## config.mk

```make
export PLATFORM = sky130hd
export DESIGN_NAME = pac_dir_scheduler
export DESIGN_NICKNAME = d
export VERILOG_FILES = /design/src/rtl/pac_dir_scheduler.sv
export SDC_FILE = /design/constraint.sdc
export NUM_CORES = 1
export LEC_CHECK = 0
export ABC_AREA = 1
export ABC_CLOCK_PERIOD_IN_PS = 3300
export CAP_MARGIN = 10
export CELL_PAD_IN_SITES_DETAIL_PLACEMENT = 0
export CELL_PAD_IN_SITES_GLOBAL_PLACEMENT = 2
export CORE_MARGIN = 3
export CORE_UTILIZATION = 35
export DETAILED_ROUTE_END_ITERATION = 6
export GPL_TIMING_DRIVEN = 0
export MAX_ROUTING_LAYER = met4
export PLACE_DENSITY_LB_ADDON = 0.25
export SYNTH_ARGS = -nofsm -noshare
export SYNTH_HDL_FRONTEND = slang
export SYNTH_SLANG_ARGS = --single-unit
```

## constraint.sdc

```tcl
create_clock -name clk -period 3.3 [get_ports clk]
set_input_delay 0.33 -clock clk [delete_from_list [all_inputs] [get_ports clk]]
set_output_delay 0.33 -clock clk [all_outputs]
set_load 0.1 [all_outputs]
```

## src/rtl/pac_dir_scheduler.sv

```systemverilog
// rtl/pac_dir_scheduler.sv - Button-to-move scheduler with maze legality handshake
// Optional per-button debounce is built when PAC_DIR_DEBOUNCE_EN is defined.
module pac_dir_scheduler #(
    parameter int TICK_DIV  = 1000000,
    parameter int DB_CYCLES = 250000
) (
    input  logic       clk,
    input  logic       rst_n,
    input  logic [3:0] btns,
    input  logic       run,
    output logic       chk_req,
    output logic [1:0] chk_dir,
    input  logic       chk_ack,
    input  logic       chk_blocked,
    output logic       step,
    output logic [1:0] step_dir,
    output logic       moving,
    output logic       overrun
);
    localparam int TW = $clog2(TICK_DIV);

    typedef enum logic [1:0] {IDLE, CHK_PEND, CHK_CUR, STEP} state_t;

    state_t          state, state_next;
    logic [3:0]      sync1, sync2, cond;
    logic            press_valid, prev_valid, new_press;
    logic [1:0]      press_dir, prev_dir;
    logic [TW-1:0]   tick_cnt;
    logic            tick, tick_evt;
    logic            pend_valid, cur_valid;
    logic [1:0]      pend_dir, cur_dir;

    always_ff @(posedge clk or negedge rst_n) begin
        if (!rst_n) begin
            sync1 <= '0;
            sync2 <= '0;
        end else begin
            sync1 <= btns;
            sync2 <= sync1;
        end
    end

`ifdef PAC_DIR_DEBOUNCE_EN
    localparam int DW = $clog2(DB_CYCLES);
    for (genvar i = 0; i < 4; i++) begin : g_db
        logic [DW-1:0] cnt;
        logic          lvl;
        // The first differing sample counts as one; a single equal sample restarts the run.
        always_ff @(posedge clk or negedge rst_n) begin
            if (!rst_n) begin
                cnt <= '0;
                lvl <= 1'b0;
            end else if (sync2[i] == lvl) begin
                cnt <= '0;
            end else if (cnt == DW'(DB_CYCLES - 1)) begin
                cnt <= '0;
                lvl <= sync2[i];
            end else begin
                cnt <= cnt + 1'b1;
            end
        end
        assign cond[i] = lvl;
    end
`else
    assign cond = sync2;
`endif

    always_comb begin
        press_valid = 1'b1;
        press_dir   = 2'd0;
        case (cond)
            4'b0001: press_dir = 2'd0;
            4'b0010: press_dir = 2'd1;
            4'b0100: press_dir = 2'd2;
            4'b1000: press_dir = 2'd3;
            default: press_valid = 1'b0;
        endcase
    end

    assign new_press = press_valid && (!prev_valid || (prev_dir != press_dir));

    always_ff @(posedge clk or negedge rst_n) begin
        if (!rst_n) begin
            prev_valid <= 1'b0;
            prev_dir   <= 2'd0;
        end else begin
            prev_valid <= press_valid;
            prev_dir   <= press_dir;
        end
    end

    always_ff @(posedge clk or negedge rst_n) begin
        if (!rst_n) begin
            tick_cnt <= '0;
            tick     <= 1'b0;
        end else if (!run) begin
            tick_cnt <= '0;
            tick     <= 1'b0;
        end else if (tick_cnt == TW'(TICK_DIV - 1)) begin
            tick_cnt <= '0;
            tick     <= 1'b1;
        end else begin
            tick_cnt <= tick_cnt + 1'b1;
            tick     <= 1'b0;
        end
    end

    assign tick_evt = tick && run;

    always_ff @(posedge clk or negedge rst_n) begin
        if (!rst_n) state <= IDLE;
        else        state <= state_next;
    end

    always_comb begin
        state_next = state;
        case (state)
            IDLE: begin
                if (tick_evt) begin
                    if (pend_valid)     state_next = CHK_PEND;
                    else if (cur_valid) state_next = CHK_CUR;
                end
            end
            CHK_PEND: begin
                if (chk_ack) begin
                    if (!chk_blocked)   state_next = STEP;
                    else if (cur_valid) state_next = CHK_CUR;
                    else                state_next = IDLE;
                end
            end
            CHK_CUR: begin
                if (chk_ack) state_next = chk_blocked ? IDLE : STEP;
            end
            default: state_next = IDLE;
        endcase
    end

    always_ff @(posedge clk or negedge rst_n) begin
        if (!rst_n) begin
            chk_dir    <= 2'd0;
            cur_dir    <= 2'd0;
            cur_valid  <= 1'b0;
            pend_dir   <= 2'd0;
            pend_valid <= 1'b0;
            overrun    <= 1'b0;
        end else begin
            if (tick_evt && state != IDLE) overrun <= 1'b1;
            case (state)
                IDLE: begin
                    if (tick_evt && (pend_valid || cur_valid))
                        chk_dir <= pend_valid ? pend_dir : cur_dir;
                end
                CHK_PEND: begin
                    // cur_dir takes the latched query, not pend_dir, which a racing press may have changed.
                    if (chk_ack && !chk_blocked) begin
                        cur_dir   <= chk_dir;
                        cur_valid <= 1'b1;
                    end else if (chk_ack && cur_valid) begin
                        chk_dir <= cur_dir;
                    end
                end
                CHK_CUR: begin
                    if (chk_ack && chk_blocked) cur_valid <= 1'b0;
                end
                default: ;
            endcase
            if (new_press) begin
                pend_valid <= 1'b1;
                pend_dir   <= press_dir;
            end else if (state == CHK_PEND && chk_ack && !chk_blocked) begin
                pend_valid <= 1'b0;
            end
        end
    end

    assign chk_req  = (state == CHK_PEND) || (state == CHK_CUR);
    assign step     = (state == STEP);
    assign step_dir = step ? cur_dir : 2'd0;
    assign moving   = cur_valid;

endmodule

```

==> run_results.csv, run 1 <==
group,metric,value,unit
floorplan,fp.dieH,84.7,µm
yosys,ys_types,31,
floorplan,core,0.00596,mm²
timing,fin_skew,0.00585,ns
global_route,grt_pass1_vias,1594,
hold_path,worstHoldPathType,"flop to flop",
yosys,syn_inst,250,
yosys,synth_top_family_by_area,"simple AND/OR/NAND/NOR gates",
cts,clkLatencyLatePin,0.29,ns
yosys,yosys_warnings,0,
timing,maxSlewHeadroom,0.350,
power,leakage,1.23,nW
cts,cts.sinks,43,
timing,finalMaxSlewViolations,0,
route,drc,0,
route,wirelength,4110,µm
cts,cts_tree,"yes",
floorplan,start_util,0.364,
yosys,synthDominantAreaCellType,"dfrtp_1",
critical_path,critPathKind,"flop to primary output",
layout,fin_cells,351,
yosys,syn-cell-area,0.00217,mm²
route,drt_iter0_markers,38,
global_route,grt-ovfl-total,0,
floorplan,num_io_pins,17,
critical_path,cp-start-kind,"flop",
global_route,grt_pass1_wl,7440,µm
layout,diodes,0,
yosys,synth-compound-area-share,0.0572,
cts,cts.root.buffer_cell,"clkbuf_8",
timing,tns,0,ns
power,power.density,617,mW/mm²
cts,ctsHoldBuffers,1,
layout,fill_cells,619,
yosys,syn_area_per_cell,8.66,µm²
timing,finalHoldViolations,0,
timing,worst_slew_pin_slew,0.972,ns
power,finalPower,0.00158,W
yosys,synthSimpleGateAreaFrac,0.318,
placed_design,portBuffers,16,
critical_path,arrival,2.23,ns
outcome,status,"complete, no violations",
timing,max_clock_freq,0.391,GHz
route,firstDrtPassIters,4,
layout,syn_to_final_growth,18.1,%
timing,setup-violations-final,0,
placed_design,dp.final_hpwl,3130,µm
critical_path,worstSetupEndpointType,"primary output",
layout,drive_gt1_frac,0.134,
critical_path,crit_required,2.97,ns
yosys,syn-num-nets,264,
cts,post_cts_resized,0,
yosys,synth_top_cell_area_share,0.497,
route,drtAntennaViolNets,0,
cts,ctsLongestPathBuffers,2,
global_route,antenna_found_initial,0,
timing,rsz0062_at_grt,"no",
yosys,synthAdderAreaFrac,0.0289,
global_route,grt_use_total,0.134,
yosys,synth_seq_cells,43,
route,vias,1592,
floorplan,fp.dieW,84.7,µm
placed_design,gp_congestion,0.820,
cts,cts_setup_buffers,0,
route,via_per_inst,4.54,
floorplan,die_area,0.00717,mm²
yosys,synth_area_leaders,"dfrtp_1 50%, nand2_1 9.4%, nor2_1 6.2%",
cts,clk_pin_slew_worst_paths,0.09,ns
run,max_cap_violations,0,
yosys,synth_mux_area_frac,0.00924,
timing,finalCriticalPeriod,2.56,ns
floorplan,num_rows,28,
power,ir_worst_vdd,0.000340,V
route,wire_per_inst,11.7,µm
yosys,synthXorXnorAreaFrac,0.0243,
yosys,ys_seq_area_frac,0.497,
critical_path,cp_max_fo,5,
timing,fin_crit_sh,0.775,
layout,fin_util,0.429,
cts,cts-buffers-inserted,5,
cts,htree_levels,2,
layout,nNetsFinal,289,
placed_design,dp_cells,342,
global_route,grt_max_degree,38,
routing by layer:
metal / GRT usage / wire (µm)
met2: 0.213 / 2030
met5: - / 0
met1: 0.170 / 1920
met3: 0.0324 / 98
met4: 0.0432 / 55
per-stage QoR:
step	area (µm²)	hold WS, ns	setup WS, ns
global route	2560	0.364	0.593
finish	2560	0.351	0.744
global placement	2420	0.334	0.673
CTS	2560	0.355	0.724
floorplan	2170	0.0344	1.01
detailed placement	2430	0.194	1.07
registers in the layout (all words and copies together), names as in the netlist:
name / count
chk_dir: 2
cond: 4
cur_dir: 2
moving: 1
overrun: 1
pend_dir: 2
pend_valid: 1
prev_dir: 2
prev_valid: 1
state: 2
sync1: 4
tick: 1
tick_cnt: 20
critical path, stage by stage (launching register included):
cell             delay (ns)
dfrtp_1                0.41
ha_1                   0.28
nand2_1                0.07
inv_1                  0.05
clkdlybuf4s50_1        1.12
Yosys cell counts:
master	instances
a21oi_1	6
o21ai_0	5
nor2_1	36
xor2_1	5
nor2_2	4
nor2_8	2
nor3_2	3
nand3_2	1
o211ai_1	1
nand3_4	1
ha_1	5
mux2i_1	2
o21ai_1	5
nand2_2	6
nand2_1	54
nor3b_1	1
o21bai_1	2
inv_1	33
nor3_1	5
o22ai_1	1
inv_6	1
inv_4	1
o31ai_1	2
or2_2	1
dfrtp_1	43
xnor2_1	1
inv_2	1
nor2_4	3
nand2_4	3
nand4_1	3
nand3_1	13
cell usage in the layout, fill, tap and decap left out, drive strengths merged:
master         Yosys  final
o21bai             2      2
nor3               8      8
nand2             63     63
clkinv             0      2
o21ai             10     10
o22ai              1      1
or2                1      1
o31ai              2      2
dfrtp             43     43
nor3b              1      1
a21oi              6      6
bufinv             0      1
clkdlybuf4s50      0     15
xnor2              1      1
dlygate4sd3        0      1
inv               36     36
mux2i              2      2
ha                 5      5
nand4              3      3
nand3             15     15
clkbuf             0      5
o211ai             1      1
nor2              45     45
xor2               5      5
buf                0      2
final timing paths:
check                                  from      endpoint  slack, ns  cells past startpoint
worst max-delay path               state[0]   step_dir[1]       0.74                      4
worst min-delay path               sync1[3]       cond[3]       0.35                      0
worst max register to register  tick_cnt[0]  tick_cnt[18]       1.76                     10
worst min register to register     sync1[3]       cond[3]       0.35                      0
max in group asynchronous             rst_n   tick_cnt[6]       2.44                      3
min in group asynchronous             rst_n    chk_dir[0]       0.41                      2
report_power, final:
group          internal [W]  switching (W)  total, W
registers          0.000581      0.0000450  0.000626
logic              0.000151       0.000389  0.000540
clock network      0.000225       0.000186  0.000411
total              0.000957       0.000620   0.00158
kinds of logic (layout without fill, tap and decap cells):
family                     after synthesis  count (layout)
AOI/OAI and AO/OA                       22              22
xor gates and xnor gates                 6               6
adders and majority gates                5               5
buffers and inverters                   36              62
DFF                                     43              43
muxes                                    2               2
and+or+nand+nor                        136             136
cell type report:
| class | instances | area, µm² | area share |
|---|---|---|---|
| Tap cell | 75 | 93.8 | 0.0367 |
| Clock buffer | 5 | 68.8 | 0.0269 |
| Multi-Input combinational cell | 171 | 947 | 0.370 |
| Clock inverter | 3 | 43.8 | 0.0171 |
| Inverter | 36 | 143 | 0.0558 |
| Timing Repair Buffer | 18 | 185 | 0.0724 |
| Sequential cell | 43 | 1080 | 0.421 |
(Power assumes the default switching activity.)
==> run 2: changes to the inputs <==
--- a/config.mk
+++ b/config.mk
@@ -6,12 +6,12 @@
 export NUM_CORES = 1
 export LEC_CHECK = 0
 export ABC_AREA = 1
-export ABC_CLOCK_PERIOD_IN_PS = 3300
+export ABC_CLOCK_PERIOD_IN_PS = 2300
 export CAP_MARGIN = 10
 export CELL_PAD_IN_SITES_DETAIL_PLACEMENT = 0
 export CELL_PAD_IN_SITES_GLOBAL_PLACEMENT = 2
 export CORE_MARGIN = 3
-export CORE_UTILIZATION = 35
+export CORE_UTILIZATION = 32
 export DETAILED_ROUTE_END_ITERATION = 6
 export GPL_TIMING_DRIVEN = 0
 export MAX_ROUTING_LAYER = met4
==> constraint.sdc (replaced) <==
create_clock -name clk -period 2.3 [get_ports clk]
set_input_delay 0.23 -clock clk [delete_from_list [all_inputs] [get_ports clk]]
set_output_delay 0.23 -clock clk [all_outputs]
set_load 0.1 [all_outputs]
==> run 2 against run 1 <==
Net effect: global-route usage is 0.82 points lower; first-iteration DRC count grew 13%; largest cell class unchanged; core utilization down 3.8 points; worst setup slack worse by 0.61 ns; combinational power rose by 40%; non-clock buffer count unchanged; total power up 35%; cell area shrank 1.2%; die area up 8.7%.
==> run_results.csv, run 2 (synthesis results as in run 1) <==
group,metric,value,unit
layout,regMostFlops,"tick_cnt",
cts,cts.root.buffer_cell,"clkbuf_8",
critical_path,worstSetupEndpointType,"primary output",
timing,fin_crit_sh,0.941,
run,max_cap_violations,0,
critical_path,rr_worst_depth,10,
layout,largest_reg_flops,20,
critical_path,arrival,1.93,ns
cts,cts-buffers-inserted,5,
floorplan,die_area,0.00779,mm²
route,wirelength,4200,µm
floorplan,fp.dieW,88.3,µm
route,firstDrtPassIters,4,
critical_path,cpMaxStageDelayCell,"dlygate4sd2_1",
placed_design,dp_slack,0.174,ns
placed_design,place_area,0.00244,mm²
critical_path,cp_slowest_stage_delay,0.84,ns
critical_path,crit_chain,"ha_1 -> nand2_1 -> inv_1 -> dlygate4sd2_1",
floorplan,num_io_pins,17,
route,drc,0,
timing,rsz0062_at_grt,"no",
placed_design,dp.final_hpwl,3170,µm
floorplan,core,0.00646,mm²
power,power.density,842,mW/mm²
global_route,antenna_found_initial,0,
power,finalPower,0.00213,W
cts,ctsLongestPathBuffers,2,
critical_path,r2r_start,"tick_cnt[0]",
cts,cts_tree,"yes",
critical_path,critPathKind,"flop to primary output",
route,wire_per_inst,11.9,µm
layout,layout_common_cells,"54 x nand2_1, 43 x dfrtp_1, 36 x nor2_1, 33 x inv_1, 13 x nand3_1",
timing,finalMaxSlewViolations,0,
global_route,grt_pass1_vias,1613,
global_route,grt_pass1_wl,7360,µm
cts,clkLatencyLatePin,0.29,ns
power,ir_worst_vdd,0.000294,V
timing,worst_slew_pin_slew,0.971,ns
layout,stdcell_area,0.00253,mm²
power,leakage,1.23,nW
hold_path,worstHoldPathType,"primary input to async pin",
timing,max_clock_freq,0.462,GHz
cts,clk_pin_slew_worst_paths,0.08,ns
route,vias,1602,
placed_design,gp_congestion,0.737,
global_route,grt_max_degree,37,
placed_design,portBuffers,16,
timing,setup-violations-final,0,
floorplan,start_util,0.335,
route,drt_iter0_markers,43,
timing,fin_ws,0.136,ns
critical_path,cp-start-kind,"flop",
timing,tns,0,ns
cts,htree_levels,2,
timing,fin_skew,0.00346,ns
cts,cts.sinks,43,
timing,maxSlewHeadroom,0.350,
layout,diodes,0,
floorplan,fp.dieH,88.3,µm
critical_path,reg2reg_setup_slack,0.74,ns
outcome,status,"complete, no violations",
timing,finalCriticalPeriod,2.16,ns
layout,drive_gt1_frac,0.130,
critical_path,crit_required,2.07,ns
timing,finalHoldViolations,0,
layout,fin_util,0.391,
global_route,grt_use_total,0.126,
critical_path,r2r_end,"tick_cnt[18]",
layout,layout_commonest_cell,"nand2_1",
cts,cts_setup_buffers,0,
layout,syn_to_final_growth,16.7,%
critical_path,cp_max_fo,5,
layout,nNetsFinal,289,
floorplan,num_rows,29,
route,via_per_inst,4.54,
route,drtAntennaViolNets,0,
global_route,grt-ovfl-total,0,
-- run 2: power by group --
| part | switching, W | internal, W | total (W) | leakage (nW) |
|---|---|---|---|---|
| Clock | 0.000261 | 0.000212 | 0.000473 | 0.0412 |
| Combinational | 0.000556 | 0.000199 | 0.000754 | 0.624 |
| Sequential | 0.0000676 | 0.000833 | 0.000901 | 0.560 |
| Total | 0.000884 | 0.00124 | 0.00213 | 1.23 |
-- run 2: timing repair --
item	in CTS	in global routing
setup endpoints to repair	4	0
hold buffers	1	0
resized for setup	4	0
endpoints found under the hold margin	7	0
-- run 2: stage by stage --
stage                     hold slack (ns)  instances
after floorplan                   -0.0656        250
after global placement              0.333        343
after detailed placement            0.101        344
after CTS                           0.311        353
after global routing                0.331        353
final                               0.317        353
-- run 2: routing by layer --
layer,up-vias,GRT usage,share of wire
met4,0,0.0412,0.013
li1,834,-,-
met3,5,0.0279,0.028
met1,745,0.154,0.47
met5,-,-,0
met2,18,0.207,0.49
-- run 2: worst max-delay path by stage --
stage / endpoint / start / slack [ns]
2_1_floorplan: step_dir[0] / state[0] / 0.11
3_3_place_gp: tick_cnt[15] / rst_n / -0.26
3_5_place_dp: step_dir[1] / state[0] / 0.17
4_1_cts: step_dir[1] / state[0] / 0.12
5_1_grt: step_dir[0] / state[0] / 0.06
6_report: step_dir[1] / state[0] / 0.14
-- run 2: critical path, delay by kind of cell (launching register included) --
family	cells	cell delay (ns)
fa+ha+maj	1	0.26
buf+inv	2	0.89
flops	1	0.42
simple gates	1	0.07
-- run 2: layout make-up --
cell class	instances	area [µm²]
clock buffers	6	72.6
clock inverters	2	12.5
fillers	670	3930
inverters	36	143
multi-input cells	171	947
flip-flops and latches	43	1080
well taps	77	96.3
repair buffers	18	180
==> run 3: changes to the inputs <==
--- a/config.mk
+++ b/config.mk
@@ -11,11 +11,14 @@
 export CELL_PAD_IN_SITES_DETAIL_PLACEMENT = 0
 export CELL_PAD_IN_SITES_GLOBAL_PLACEMENT = 2
 export CORE_MARGIN = 3
-export CORE_UTILIZATION = 32
+export CORE_UTILIZATION = 35
+export CTS_BUF_LIST = sky130_fd_sc_hd__clkbuf_16
 export DETAILED_ROUTE_END_ITERATION = 6
+export DONT_BUFFER_PORTS = 1
 export GPL_TIMING_DRIVEN = 0
 export MAX_ROUTING_LAYER = met4
 export PLACE_DENSITY_LB_ADDON = 0.25
+export SKIP_CTS_REPAIR_TIMING = 1
 export SYNTH_ARGS = -nofsm -noshare
 export SYNTH_HDL_FRONTEND = slang
 export SYNTH_SLANG_ARGS = --single-unit
==> run 3 against run 2 <==
Net effect: cell area increased by 0.50%; routed wire length is 1.4% higher; via count shrank 3.1%; combinational power decreased by 27%; sequential share of layout area fell by 0.21 points; global-route usage is 0.81 points higher; largest power group unchanged.
==> run_results.csv, run 3 (synthesis results as in run 1) <==
group,metric,value,unit
layout,syn_to_final_growth,17.3,%
floorplan,num_rows,28,
critical_path,cp_slowest_stage_delay,0.59,ns
floorplan,start_util,0.364,
power,clkPwrFrac,0.362,
timing,rsz0062_at_grt,"no",
power,switching_power,0.000906,W
critical_path,crit_end,"step_dir[1]",
floorplan,num_io_pins,17,
cts,cts.root.buffer_cell,"clkbuf_16",
layout,layout_commonest_cell,"nand2_1",
global_route,grt_pass1_wl,7400,µm
critical_path,critPathTopFamily,"adder cells",
global_route,grt_max_degree,44,
run,max_cap_violations,0,
critical_path,cp_max_fo,5,
layout,layout_common_cells,"54 x nand2_1, 43 x dfrtp_1, 36 x nor2_1, 31 x inv_1, 13 x nand3_1",
route,wire_per_inst,12.6,µm
floorplan,die_area,0.00717,mm²
timing,finalHoldViolations,0,
timing,fin_hold_ws,0.0706,ns
layout,largest_reg_flops,20,
power,combPwrFrac,0.219,
route,wirelength,4260,µm
placed_design,gp_congestion,0.798,
cts,cts.sinks,43,
critical_path,rr_worst_depth,4,
critical_path,cp-start-kind,"flop",
global_route,antenna_found_initial,0,
placed_design,dp_cells,325,
critical_path,worstSetupEndpointType,"primary output",
cts,cts-buffers-inserted,5,
power,internal-power,0.00161,W
layout,nNetsFinal,277,
cts,clk_pin_slew_worst_paths,0.06,ns
critical_path,critPathLaunch,"state[1]",
global_route,grt_use_total,0.134,
layout,fill_cells,617,
critical_path,cpMaxStageDelayCell,"ha_2",
placed_design,portBuffers,0,
power,p_seq_frac,0.418,
floorplan,core,0.00596,mm²
timing,fin_crit_sh,0.908,
cts,htree_levels,2,
route,vias,1552,
critical_path,critPathKind,"flop to primary output",
global_route,grt-ovfl-total,0,
critical_path,reg2reg_setup_slack,0.53,ns
route,firstDrtPassIters,4,
cts,clkLatencyLatePin,0.28,ns
critical_path,crit_chain,"ha_2 -> nand2_1 -> clkinvlp_4",
critical_path,r2r_end,"state[1]",
power,sw_frac_of_total,0.360,
route,via_per_inst,4.58,
power,leakage,1.20,nW
timing,finalMaxSlewViolations,0,
cts,cts_tree,"yes",
layout,drive_gt1_frac,0.148,
power,ir_worst_vdd,0.000590,V
power,power.density,990,mW/mm²
timing,fin_skew,0.00318,ns
placed_design,dp.final_hpwl,3100,µm
global_route,grt_pass1_vias,1647,
timing,finalCriticalPeriod,2.09,ns
critical_path,arrival,1.86,ns
timing,setup-violations-final,0,
critical_path,cp.depth,3,
route,drtAntennaViolNets,0,
timing,worst_slew_pin_slew,0.969,ns
layout,fin_cells,339,
layout,regMostFlops,"tick_cnt",
timing,maxSlewHeadroom,0.354,
outcome,status,"complete, no violations",
critical_path,r2r_start,"moving",
critical_path,critPathBufInv,1,
floorplan,fp.dieW,84.7,µm
hold_path,worstHoldPathType,"primary input to flop",
floorplan,fp.dieH,84.7,µm
critical_path,crit_required,2.07,ns
layout,diodes,0,
timing,max_clock_freq,0.479,GHz
cts,ctsLongestPathBuffers,2,
route,drt_iter0_markers,38,
route,drc,0,
==> run 3: changes by cell type in the layout (fill, tap and decap cells not counted), sizes merged <==
cell | before | now
bufinv | 0 | 2
inv | 36 | 34
clkdlybuf4s50 | 11 | 0
clkbuf | 6 | 5
dlygate4sd3 | 1 | 5
dlygate4sd2 | 4 | 0
buf | 2 | 1
clkinvlp | 1 | 3
clkinv | 1 | 0
==> run 3: worst min-delay path by stage <==
stage	from	slack (ns)	end	cells after the start
after floorplan	rst_n	-0.07	chk_dir[0]	0
after global placement	rst_n	-0.06	prev_dir[0]	0
after detailed placement	rst_n	-0.06	cond[3]	0
after CTS	rst_n	-0.37	tick_cnt[5]	0
after global routing	run	0.05	tick_cnt[4]	2
final	run	0.07	tick_cnt[4]	2
==> run 3: layer usage <==
metal	routed length, µm	vias to the layer above	GRT usage
li1	-	812	-
met4	69	0	0.0388
met2	2070	13	0.225
met3	98	8	0.0334
met1	2020	719	0.160
met5	0	-	-
==> run 3: final cells by class <==
class	count	area, µm²	share of cell area
timing repair buffer	6	77.6	0.0305
tap	75	93.8	0.0369
multi-input combinational	171	950	0.374
clock inverter	3	67.6	0.0266
clock buffer	5	125	0.0493
sequential	43	1080	0.424
inverter	36	150	0.0591
==> run 3: power by group through the flow <==
stage / clock (W) / sequential (W) / combinational [W]
3_5_place_dp: 0 / 0.00107 / 0.000525
2_1_floorplan: 0 / 0.00105 / 0.000467
3_3_place_gp: 0 / 0.00107 / 0.000525
6_report: 0.000911 / 0.00105 / 0.000552
4_1_cts: 0.000943 / 0.00105 / 0.000527
5_1_grt: 0.000975 / 0.00107 / 0.000621
==> run 3: metrics by stage <==
stage / power, W / instance area, µm² / TNS (ns) / util / worst slack [ns]
2_1_floorplan: 0.00151 / 2170 / 0 / - / 0.115
3_3_place_gp: 0.00159 / 2260 / -0.00269 / 0.379 / -0.00269
3_5_place_dp: 0.00159 / 2260 / -0.0135 / 0.379 / -0.0120
4_1_cts: 0.00252 / 2450 / -0.633 / 0.412 / -0.322
5_1_grt: 0.00266 / 2540 / 0 / 0.426 / 0.128
6_report: 0.00251 / 2540 / 0 / 0.426 / 0.211
